File: src/rtl/alu_pkg.sv
// Shared opcode map, FSM encoding and flag bundle for the multi-cycle ALU.
package alu_pkg;

   localparam logic [2:0] OP_OR  = 3'b000;
   localparam logic [2:0] OP_ADD = 3'b001;
   localparam logic [2:0] OP_MUL = 3'b010;
   localparam logic [2:0] OP_XOR = 3'b011;
   localparam logic [2:0] OP_SUB = 3'b100;
   localparam logic [2:0] OP_SLT = 3'b101;
   localparam logic [2:0] OP_SHL = 3'b110;
   localparam logic [2:0] OP_AND = 3'b111;

   typedef enum logic {
      ST_IDLE = 1'b0,
      ST_BUSY = 1'b1
   } state_e;

   typedef struct packed {
      logic z;
      logic n;
      logic c;
      logic v;
   } flags_t;

endpackage

File: src/rtl/alu_mul_iter.sv
// Iterative shift-add multiplier: one partial product per cycle, WIDTH cycles.
// product_o carries the final sum combinationally in the cycle done_o is high,
// so the caller can register it on the same edge the last step completes.
module alu_mul_iter #(
   parameter int WIDTH = 32
) (
   input  logic                 clk,
   input  logic                 rst_n,
   input  logic                 start_i,
   input  logic [WIDTH-1:0]     a_i,
   input  logic [WIDTH-1:0]     b_i,
   output logic                 busy_o,
   output logic                 done_o,
   output logic [2*WIDTH-1:0]   product_o
);
   import alu_pkg::*;

   localparam int CW = $clog2(WIDTH);

   logic                 busy_q,   busy_d;
   logic [CW-1:0]        cnt_q,    cnt_d;
   logic [2*WIDTH-1:0]   acc_q,    acc_d;
   logic [2*WIDTH-1:0]   mcand_q,  mcand_d;
   logic [WIDTH-1:0]     mplier_q, mplier_d;
   logic                 last;

   assign last      = busy_q && (cnt_q == CW'(WIDTH - 1));
   assign busy_o    = busy_q;
   assign done_o    = last;
   assign product_o = acc_d;

   // Next-state for the shift-add datapath: load on start, one step per busy cycle.
   always_comb begin
      busy_d   = busy_q;
      cnt_d    = cnt_q;
      acc_d    = acc_q;
      mcand_d  = mcand_q;
      mplier_d = mplier_q;
      if (start_i) begin
         busy_d   = 1'b1;
         cnt_d    = '0;
         acc_d    = '0;
         mcand_d  = {{WIDTH{1'b0}}, a_i};
         mplier_d = b_i;
      end else if (busy_q) begin
         acc_d    = mplier_q[0] ? (acc_q + mcand_q) : acc_q;
         mcand_d  = mcand_q << 1;
         mplier_d = mplier_q >> 1;
         cnt_d    = cnt_q + CW'(1);
         if (last) busy_d = 1'b0;
      end
   end

   // Datapath registers; reset aborts any multiply in flight.
   always_ff @(posedge clk or negedge rst_n) begin
      if (!rst_n) begin
         busy_q   <= 1'b0;
         cnt_q    <= '0;
         acc_q    <= '0;
         mcand_q  <= '0;
         mplier_q <= '0;
      end else begin
         busy_q   <= busy_d;
         cnt_q    <= cnt_d;
         acc_q    <= acc_d;
         mcand_q  <= mcand_d;
         mplier_q <= mplier_d;
      end
   end

endmodule

File: src/rtl/alu_mc.sv
// Registered ALU with valid/ready on both sides. Single-cycle ops retire one
// cycle after accept; MUL runs through alu_mul_iter and blocks new issue.
module alu_mc #(
   parameter int WIDTH      = 32,
   parameter bit SLT_SIGNED = 1'b0
) (
   input  logic               clk,
   input  logic               rst_n,
   input  logic               in_valid,
   output logic               in_ready,
   input  logic [2:0]         sel,
   input  logic [WIDTH-1:0]   op1,
   input  logic [WIDTH-1:0]   op2,
   output logic               out_valid,
   input  logic               out_ready,
   output logic [WIDTH-1:0]   Result,
   output logic               zflag,
   output logic               nflag,
   output logic               cflag,
   output logic               vflag
);
   import alu_pkg::*;

   localparam int SW = $clog2(WIDTH);
   localparam int M  = WIDTH - 1;

   state_e               state_q, state_d;
   logic                 valid_q, valid_d;
   logic [WIDTH-1:0]     res_q,   res_d;
   flags_t               flg_q,   flg_d;

   logic                 accept, is_mul, mul_start;
   logic                 mul_busy, mul_done;
   logic [2*WIDTH-1:0]   mul_prod;

   logic [WIDTH:0]       sum, diff;
   logic                 lt;
   logic [WIDTH-1:0]     alu_res;
   logic                 alu_c, alu_v;

   // Accept only when idle and the output slot is free or draining this cycle.
   assign in_ready  = rst_n && (state_q == ST_IDLE) && !mul_busy && (!valid_q || out_ready);
   assign accept    = in_valid && in_ready;
   assign is_mul    = (sel == OP_MUL);
   assign mul_start = accept && is_mul;

   assign out_valid = valid_q;
   assign Result    = res_q;
   assign zflag     = flg_q.z;
   assign nflag     = flg_q.n;
   assign cflag     = flg_q.c;
   assign vflag     = flg_q.v;

   alu_mul_iter #(.WIDTH(WIDTH)) u_mul (
      .clk       (clk),
      .rst_n     (rst_n),
      .start_i   (mul_start),
      .a_i       (op1),
      .b_i       (op2),
      .busy_o    (mul_busy),
      .done_o    (mul_done),
      .product_o (mul_prod)
   );

   // Adder/subtractor one bit wider so carry and borrow fall out of the MSB.
   assign sum  = {1'b0, op1} + {1'b0, op2};
   assign diff = {1'b0, op1} - {1'b0, op2};

   // SLT flavour fixed at elaboration.
   always_comb begin
      if (SLT_SIGNED) lt = ($signed(op1) < $signed(op2));
      else            lt = (op1 < op2);
   end

   // Single-cycle result and arithmetic flags for the presented opcode.
   always_comb begin
      alu_res = '0;
      alu_c   = 1'b0;
      alu_v   = 1'b0;
      case (sel)
         OP_OR:  alu_res = op1 | op2;
         OP_ADD: begin
            alu_res = sum[WIDTH-1:0];
            alu_c   = sum[WIDTH];
            alu_v   = (op1[M] == op2[M]) && (sum[M] != op1[M]);
         end
         OP_XOR: alu_res = op1 ^ op2;
         OP_SUB: begin
            alu_res = diff[WIDTH-1:0];
            alu_c   = diff[WIDTH];
            alu_v   = (op1[M] != op2[M]) && (diff[M] != op1[M]);
         end
         OP_SLT: alu_res = {{(WIDTH-1){1'b0}}, lt};
         OP_SHL: alu_res = op2 << op1[SW-1:0];
         OP_AND: alu_res = op1 & op2;
         default: alu_res = '0;
      endcase
   end

   // FSM next state: MUL accept enters BUSY, multiplier's last step returns to IDLE.
   always_comb begin
      state_d = state_q;
      case (state_q)
         ST_IDLE: if (mul_start) state_d = ST_BUSY;
         ST_BUSY: if (mul_done)  state_d = ST_IDLE;
         default: state_d = ST_IDLE;
      endcase
   end

   // Output slot: load on MUL completion or single-cycle accept, else drain or hold.
   always_comb begin
      valid_d = valid_q;
      res_d   = res_q;
      flg_d   = flg_q;
      if (mul_done) begin
         valid_d = 1'b1;
         res_d   = mul_prod[WIDTH-1:0];
         flg_d.z = (mul_prod[WIDTH-1:0] == '0);
         flg_d.n = mul_prod[WIDTH-1];
         flg_d.c = |mul_prod[2*WIDTH-1:WIDTH];
         flg_d.v = 1'b0;
      end else if (accept && !is_mul) begin
         valid_d = 1'b1;
         res_d   = alu_res;
         flg_d.z = (alu_res == '0);
         flg_d.n = alu_res[WIDTH-1];
         flg_d.c = alu_c;
         flg_d.v = alu_v;
      end else if (valid_q && out_ready) begin
         valid_d = 1'b0;
      end
   end

   // State and output registers.
   always_ff @(posedge clk or negedge rst_n) begin
      if (!rst_n) begin
         state_q <= ST_IDLE;
         valid_q <= 1'b0;
         res_q   <= '0;
         flg_q   <= '0;
      end else begin
         state_q <= state_d;
         valid_q <= valid_d;
         res_q   <= res_d;
         flg_q   <= flg_d;
      end
   end

endmodule
File: config.mk
export PLATFORM = sky130hd
export DESIGN_NAME = alu_mc
export DESIGN_NICKNAME = d
export VERILOG_FILES = /design/src/rtl/alu_pkg.sv /design/src/rtl/alu_mul_iter.sv /design/src/rtl/alu_mc.sv
export SDC_FILE = /design/constraint.sdc
export NUM_CORES = 1
export LEC_CHECK = 0
export CORE_ASPECT_RATIO = 1.25
export CORE_MARGIN = 10
export CORE_UTILIZATION = 30
export CTS_CLUSTER_DIAMETER = 50
export DETAILED_ROUTE_END_ITERATION = 7
export PLACE_DENSITY = 0.56
export REMOVE_ABC_BUFFERS = 1
export SLEW_MARGIN = 15
export SYNTH_ARGS = -nofsm -noshare
export SYNTH_HDL_FRONTEND = slang
export SYNTH_HIERARCHICAL = 1
export SYNTH_SLANG_ARGS = --single-unit
File: constraint.sdc
create_clock -name clk -period 9.9 [get_ports clk]
set_input_delay 0.99 -clock clk [delete_from_list [all_inputs] [get_ports clk]]
set_output_delay 0.99 -clock clk [all_outputs]
set_load 0.02 [all_outputs]
; Yosys cells after proc, flatten, opt, wreduce, memory -nomap -nowiden
; Index checks and enable logic that the tools add are counted.
[op_classes]
n_addsub = 4
order_cmp = 1
eq_ne = 12
shift = 1
muxes = 24
n_bitwise = 4
n_reduce_logical = 21
[ops]
columns = operator, n
row1 = two-way mux 64 bit, 5
row2 = one-hot mux 32 bit (7 select lines), 1
row3 = two-way mux 32 bit, 4
row4 = adder 64 bit, 1
row5 = logical NOT 32 bit, 2
row6 = adder 32 x 32 -> 33 bit, 1
row7 = subtractor 32 x 32 -> 33 bit, 1
row8 = bitwise AND 32 bit, 1
row9 = less-than comparator 32 bit, 1
row10 = bitwise OR 32 bit, 1
row11 = OR reduction 32 bit, 1
row12 = left shift 32 x 5 -> 32 bit, 1
row13 = bitwise XOR 32 bit, 1
row14 = equality test 3 bit (second input constant), 4
row15 = logical AND 1 bit, 10
row16 = two-way mux 5 bit, 2
row17 = two-way mux 4 bit, 2
row18 = two-way mux 1 bit, 7
row19 = equality test 3 x 2 -> 1 bit (second input constant), 2
row20 = one-hot mux 1 bit (2 select lines), 3
row21 = adder 5 x 1 -> 5 bit (second input constant), 1
row22 = equality test 5 bit (second input constant), 1
row23 = nonzero test 2 bit, 2
row24 = equality test 3 x 1 -> 1 bit (second input constant), 1
row25 = other kinds (7), 11
[totals]
ff_bits = 204
out_inout_bits = 38

; Longest topological paths before layout
; Gate-level depths: netlist of the first run.
[logic_depth]
depth_word = 9
mapped_depth = 19
ltp_nobuf = 19

; Hierarchy
; The synthesis of the first run kept the hierarchy.
[modules_own_cells]
columns = module, n_inst, cells_per_inst, area_per_inst_um2, seq_area_each_um2
row1 = alu_mul_iter, 1, 1266, 10894.2, 4154.0
row2 = alu_mc, 1, 1308, 9670.5, 925.9

; Worst setup path before layout of the first run
; Ideal clock, no wire load.
[synth_timing]
kind = input to register
startpoint = input op1[3]
endpoint = register flg_q (netlist bit zflag)
t_arrival_ns = 4.375
setup_slack_ns = 5.434
cell_stages = 16
path_cell_list = clkbuf_1 inv_1 clkbuf_1 ha_1 buf_6 nor3b_2 nor3_4 a21oi_1 or4_4 a21bo_1 a2111o_1 a21oi_2 nand3_1 nor4_1 nand4_1 o31ai_2
[synth_between]
elab_chain_len = 5
elab_cells_between_ends = 11
classes_between = add/sub (2) / order compare (1) / shift (1) / mux (3) / bitwise (3) / reduce/logical (1)
[synth_rtl]
columns = element, line_no
row1 = from (decl), alu_mc.sv:12  ; input logic [WIDTH-1:0] op1,
row2 = subtractor 32 x 32 -> 33 bit (tied with other cells), alu_mc.sv:67  ; assign diff = {1'b0, op1} - {1'b0, op2};
row3 = one-hot mux 32 bit (7 select lines) (*), alu_mc.sv:80  ; case (sel)
row4 = logical NOT 32 bit (*), alu_mc.sv:125  ; flg_d.z = (alu_res == '0);
row5 = two-way mux 4 bit (*), alu_mc.sv:122  ; end else if (accept && !is_mul) begin
row6 = two-way mux 4 bit (*), alu_mc.sv:115  ; if (mul_done) begin
row7 = to (signal assigned), alu_mc.sv:145  ; flg_q <= flg_d;
row8 = to (decl), alu_mc.sv:30  ; flags_t flg_q, flg_d;
; Mark *: on every way between the ends. The rest lies on a longest branch, timed or not. The select of a mux whose other input is x is not followed.
; A chain may end at the register's enable or synchronous reset.

; Worst setup path in the final report of the first run
[layout_timing]
startpoint = input op1[2]
endpoint = register flg_q (netlist bit zflag)
; Same word-level chain as after synthesis.

==> results of run 1 <==
power groups by stage:
stage               sequential [mW]  clock (mW)  combinational [mW]
floorplan                      1.60           0                3.02
finish                         1.59        1.17                4.30
global placement               1.60           0                4.25
global route                   1.63        1.23                4.75
detailed placement             1.60           0                4.25
CTS                            1.59        1.19                4.27
final cells by class:
cell class              instances  area [um2]
inverters                     123       461.7
well taps                     872        1091
clock buffers                  39       855.8
multi-input cells            2062       14110
flip-flops and latches        203        5084
fillers                      7285       44880
repair buffers                136        1294
clock inverters                17       240.2
layer usage:
metal,up-vias,wire length (um),track usage
met4,0,3946,0.08596
li1,9366,-,-
met3,198,4339,0.02385
met1,9707,32150,0.2313
met5,-,0,0
met2,682,39840,0.3443
state kept, by name, indices dropped and copies added (netlist names):
| signal | flops |
|---|---|
| zflag | 1 |
| vflag | 1 |
| u_mul/acc_q | 64 |
| u_mul/mcand_q | 64 |
| u_mul/cnt_q | 5 |
| out_valid | 1 |
| state_q | 1 |
| cflag | 1 |
| Result | 32 |
| u_mul/busy_o | 1 |
| u_mul/mplier_q | 32 |
stage by stage:
step                      setup WS [ns]    util  cell area, um2
final                             3.851  0.3401           23130
after global routing              3.660  0.3401           23130
after CTS                         4.096  0.3401           23130
after floorplan                  -7.239       -           19630
after detailed placement          3.485  0.3240           22040
after global placement            3.529  0.3240           22040
kinds of logic (layout without fill, tap and decap cells):
family                   count (synthesis)  in the layout  synth area share
adder cells (fa/ha/maj)                172            172            0.1057
buffers and inverters                  309            315           0.06796
flip-flops                             203            203            0.2470
XOR/XNOR                                57             57           0.02428
AO/OA/AOI/OAI                          812            812            0.2564
AND/OR/NAND/NOR                        823            823            0.1861
multiplexers                           198            198            0.1125
final timing paths:
check,startpoint,end
setup / recovery,op1[2],zflag
max in group asynchronous,rst_n,u_mul/mplier_q[31]
hold reg to reg,state_q,state_q
min in group clk,state_q,state_q
hold / removal,rst_n,u_mul/acc_q[7]
setup reg to reg,u_mul/mcand_q[0],cflag
synth_stat cells, types with 20 or more instances:
cell type and number:
nand2_1 332, a21oi_1 237, dfrtp_1 203, nor2_1 199
o21ai_0 195, ha_1 169, mux2i_1 164, inv_1 115
clkbuf_1 101, nor3_1 48, nand4_1 46, a21o_1 43
nand3_1 41, xnor2_1 35, buf_2 33, a211oi_1 31
nor4_1 31, o211ai_1 27, o22ai_1 27, buf_1 26
mux4_2 24, xor2_1 22, o21ai_1 20
==> results.cfg, run 1 <==
[routing]
drtIter0Drc = 1797
vias = 19953
wl_per_cell_um = 23.26
wl_mm = 80.28
antenna_left = 0
route.detailed.drc = 0
viasPerCell = 5.780
dr.pass1.iters = 5

[timing]
slew_viol_final = 0
rsz0062_at_grt = false
worst_pin_slew_ns = 1.176
fin_crit_sh = 0.6110
slew_headroom = 0.2084
hold_viol_final = 0
finalSetupTns_ns = 0
finalSetupViolations = 0
finClkSkew_ns = 0.01851
fmax_ghz = 0.1653
fin_crit_ns = 6.049
hold_slack_ns = 0.3217

[yosys]
ys_seq_elements = 203
synth_warnings = 6
yosys-top-cells-area = dfrtp_1 25%, ha_1 10%, mux2i_1 8.0%, nand2_1 6.1%, a21oi_1 5.8%
ys.flop_type = dfrtp_1
syn_area_per_cell_um2 = 7.989
synth_cell_types = 114
synth_top_area_cell = dfrtp_1
synth_edf_count = 0
synth_top_area_frac = 0.2470
seq_area_frac_synth = 0.2470
synthCells = 2574
async_flop_share = 1.000
syn_area_um2 = 20560

[cts]
cts_max_level = 1
cts-buffers-inserted = 31
cts_buffer_depth = 3
clk_latency_ns = 0.59
clkTransAtPathRegs_ns = 0.06
holdBufCountCts = 0
tritoncts = done
cts_setup_buffers = 0
cts_resized = 0
cts-root-buf = clkbuf_16
cts_sinks = 203

[critical_path]
cp_slowest_cell = o21ai_0
path_depth = 15
critPathRequiredTime_ns = 10.40
cp-start-kind = input pin
critPathKind = input pin to flop
reg2regPathDepth = 18
path_buf_inv = 3
crit_path_frequent_cell = nor4_1
critical-path-top-delay-family = simple AND/OR/NAND/NOR gates
cp-end-kind = flop
timing.reg2reg.setup_slack_ns = 4.46
path_max_fanout = 35
path_cells = clkdlybuf4s50_1, buf_4, clkinv_1, ha_1, nor3_1, nand2_1, a21boi_0, o21ai_0, a21oi_1, a32o_1, nor4_1, nand3_1, nor4_1, nand4_1, o31ai_2
cp.arrival_ns = 6.55
critPathMaxStageDelay_ns = 0.78

[run]
cap_violations = 0

[placement]
io_buffer_count = 108
placed_cells = 3396
dpl.hpwl_mm = 62.06
place.gp.congestion = 0.9832

[status]
status = finished, final reports clean

[power]
p_comb_frac = 0.609
seq_power_share = 0.225
leakage_nw = 9.932
peakVddDrop_mv = 0.1390
power_mw = 7.052
sw_frac_of_total = 0.4885
cellPowerDensity_nw_per_um2 = 304.9
clkPwrFrac = 0.166
power.switching_mw = 3.445
internal-power_mw = 3.607

[cells_and_area]
syn_to_final_growth_pct = 12.48
diodes = 0
drive_gt1_frac = 0.07171
finalNetCount = 2800
final_cell_mix = 331 x nand2_1, 237 x a21oi_1, 202 x dfrtp_1
final_common_cell = nand2_1
fin_cells = 3452

[floorplanning]
initial_utilization = 0.3024
die_x_um = 254.2
die_y_um = 312.7
core_um2 = 68010
floorplan.rows = 107
ios = 109
dieArea_um2 = 79490

[worst_hold_path]
hold_class = input pin to async pin

[global_routing]
grt_pass1_vias = 19399
grt_pass1_wl_mm = 121.0
grt_max_degree = 143
grt_overflow = 0
grt_antenna_before_repair = 0
gr-usage-all-layers = 0.1945
Note: power is estimated with default switching activity, not from simulation.
==> run 2: changes to the inputs <==
--- a/config.mk
+++ b/config.mk
@@ -10,7 +10,7 @@
 export CORE_UTILIZATION = 30
 export CTS_CLUSTER_DIAMETER = 50
 export DETAILED_ROUTE_END_ITERATION = 7
-export PLACE_DENSITY = 0.56
+export PLACE_DENSITY = 0.57
 export REMOVE_ABC_BUFFERS = 1
 export SLEW_MARGIN = 15
 export SYNTH_ARGS = -nofsm -noshare
==> constraint.sdc (replaced) <==
create_clock -name clk -period 5.3 [get_ports clk]
set_input_delay 0.53 -clock clk [delete_from_list [all_inputs] [get_ports clk]]
set_output_delay 0.53 -clock clk [all_outputs]
set_load 0.02 [all_outputs]
==> results.cfg, run 2 (synthesized netlist as in run 1, its figures left out) <==
[routing]
viasPerCell = 5.758
vias = 20297
wl_mm = 82.74
drtIter0Drc = 1827
wl_per_cell_um = 23.47
route.detailed.drc = 0
antenna_left = 0
dr.pass1.iters = 5

[critical_path]
critical-path-top-delay-family = compound AO/OA/AOI/OAI gates
cp.arrival_ns = 5.33
cp-start-kind = flop
cp-end-kind = flop
path_buf_inv = 0
path_cells = ha_1, nand4_1, o211ai_2, a21oi_2, o41a_4, o41ai_4, a21oi_2, nor4_4, o32a_1, o21ai_1, nor4_1, nand4_1, nor2_1, nand2_1, a22oi_1, o21ai_0
critPathRequiredTime_ns = 5.73
cp_slowest_cell = nor4_1
critPathKind = flop to flop
critPathMaxStageDelay_ns = 0.59
path_max_fanout = 9

[cts]
clkTransAtPathRegs_ns = 0.06
cts_setup_buffers = 0
clk_latency_ns = 0.57
cts_buffer_depth = 3
cts_resized = 0
holdBufCountCts = 1
cts_sinks = 203
cts_max_level = 2
cts-buffers-inserted = 35
tritoncts = done
cts-root-buf = clkbuf_16

[power]
peakVddDrop_mv = 0.4215
leakage_nw = 10.28
power_mw = 13.49
cellPowerDensity_nw_per_um2 = 568.7

[global_routing]
grt_max_degree = 105
grt_pass1_wl_mm = 124.7
grt_antenna_before_repair = 1
grt_pass1_vias = 20147
gr-usage-all-layers = 0.2023
grt_overflow = 0

[cells_and_area]
drive_gt1_frac = 0.09612
syn_to_final_growth_pct = 15.36
seqCellArea_um2 = 5084
diodes = 0
n_fill_cell = 7187
finalNetCount = 2869
final_cell_mix = 331 x nand2_1, 237 x a21oi_1, 202 x dfrtp_1
top_regs = u_mul/acc_q (64), u_mul/mcand_q (64)
multi_input_area_um2 = 14110
fin_cells = 3525
final_common_cell = nand2_1

[floorplanning]
die_x_um = 254.2
dieArea_um2 = 79490
floorplan.rows = 107
core_um2 = 68010
initial_utilization = 0.3024
die_y_um = 312.7
ios = 109

[worst_hold_path]
hold_class = input pin to async pin

[placement]
io_buffer_count = 108
placed_cells = 3460
dpl.hpwl_mm = 64.51
place.gp.congestion = 1.057

[timing]
fmax_ghz = 0.2040
fin_crit_ns = 4.901
finalSetupTns_ns = 0
finalSetupViolations = 0
hold_slack_ns = 0.4027
fin_crit_sh = 0.9247
rsz0062_at_grt = false
slew_viol_final = 0
slew_headroom = 0.2360
finClkSkew_ns = 0.02928
worst_pin_slew_ns = 1.117
hold_viol_final = 0

[status]
status = finished, final reports clean

[run]
cap_violations = 0
run 2: cell types whose count changed in the layout (fill, tap and decap cells not counted), sizes merged:
cell	change
dlygate4sd3	+1
clkinvlp	+4
clkinv	+1
clkbuf	+6
buf	+64
inv	-1
bufinv	-2
run 2: cell type report:
class	count	area share
Timing Repair Buffer	201	0.07574
Sequential cell	203	0.2143
Tap cell	872	0.04599
Clock buffer	45	0.04061
Multi-Input combinational cell	2062	0.5946
Clock inverter	19	0.009283
Inverter	123	0.01946
run 2: per-stage QoR:
stage / setup slack (ns) / instance area [um2] / util
5_1_grt: 0.07265 / 23720 / 0.3488
6_report: 0.3990 / 23720 / 0.3488
3_5_place_dp: 0.3099 / 22530 / 0.3313
2_1_floorplan: -11.84 / 19630 / -
3_3_place_gp: 0.3641 / 22530 / 0.3313
4_1_cts: 0.4084 / 23720 / 0.3488
run 2: report_power, final:
group          switching [mW]  total (mW)  internal, mW
clock network           0.914        2.33          1.42
registers               0.619        2.91          2.29
logic                    5.03        8.25          3.22
total                    6.56        13.5          6.93
run 2: final timing paths:
| check | from | to | slack (ns) | depth (start not counted) |
|---|---|---|---|---|
| max reg2reg | u_mul/mcand_q[8] | cflag | 0.40 | 16 |
| max in group asynchronous | rst_n | u_mul/acc_q[31] | 2.97 | 4 |
| min | rst_n | u_mul/acc_q[7] | 0.40 | 2 |
| min in group clk | state_q | state_q | 0.48 | 1 |
| max | u_mul/mcand_q[8] | cflag | 0.40 | 16 |
| min reg2reg | state_q | state_q | 0.48 | 1 |
run 2: per-layer routing:
metal	wire length [um]	GRT usage	vias up
met2	40410	0.3503	763
li1	-	-	9517
met5	13	0	-
met4	5039	0.1113	2
met1	32320	0.2353	9781
met3	4964	0.03064	234
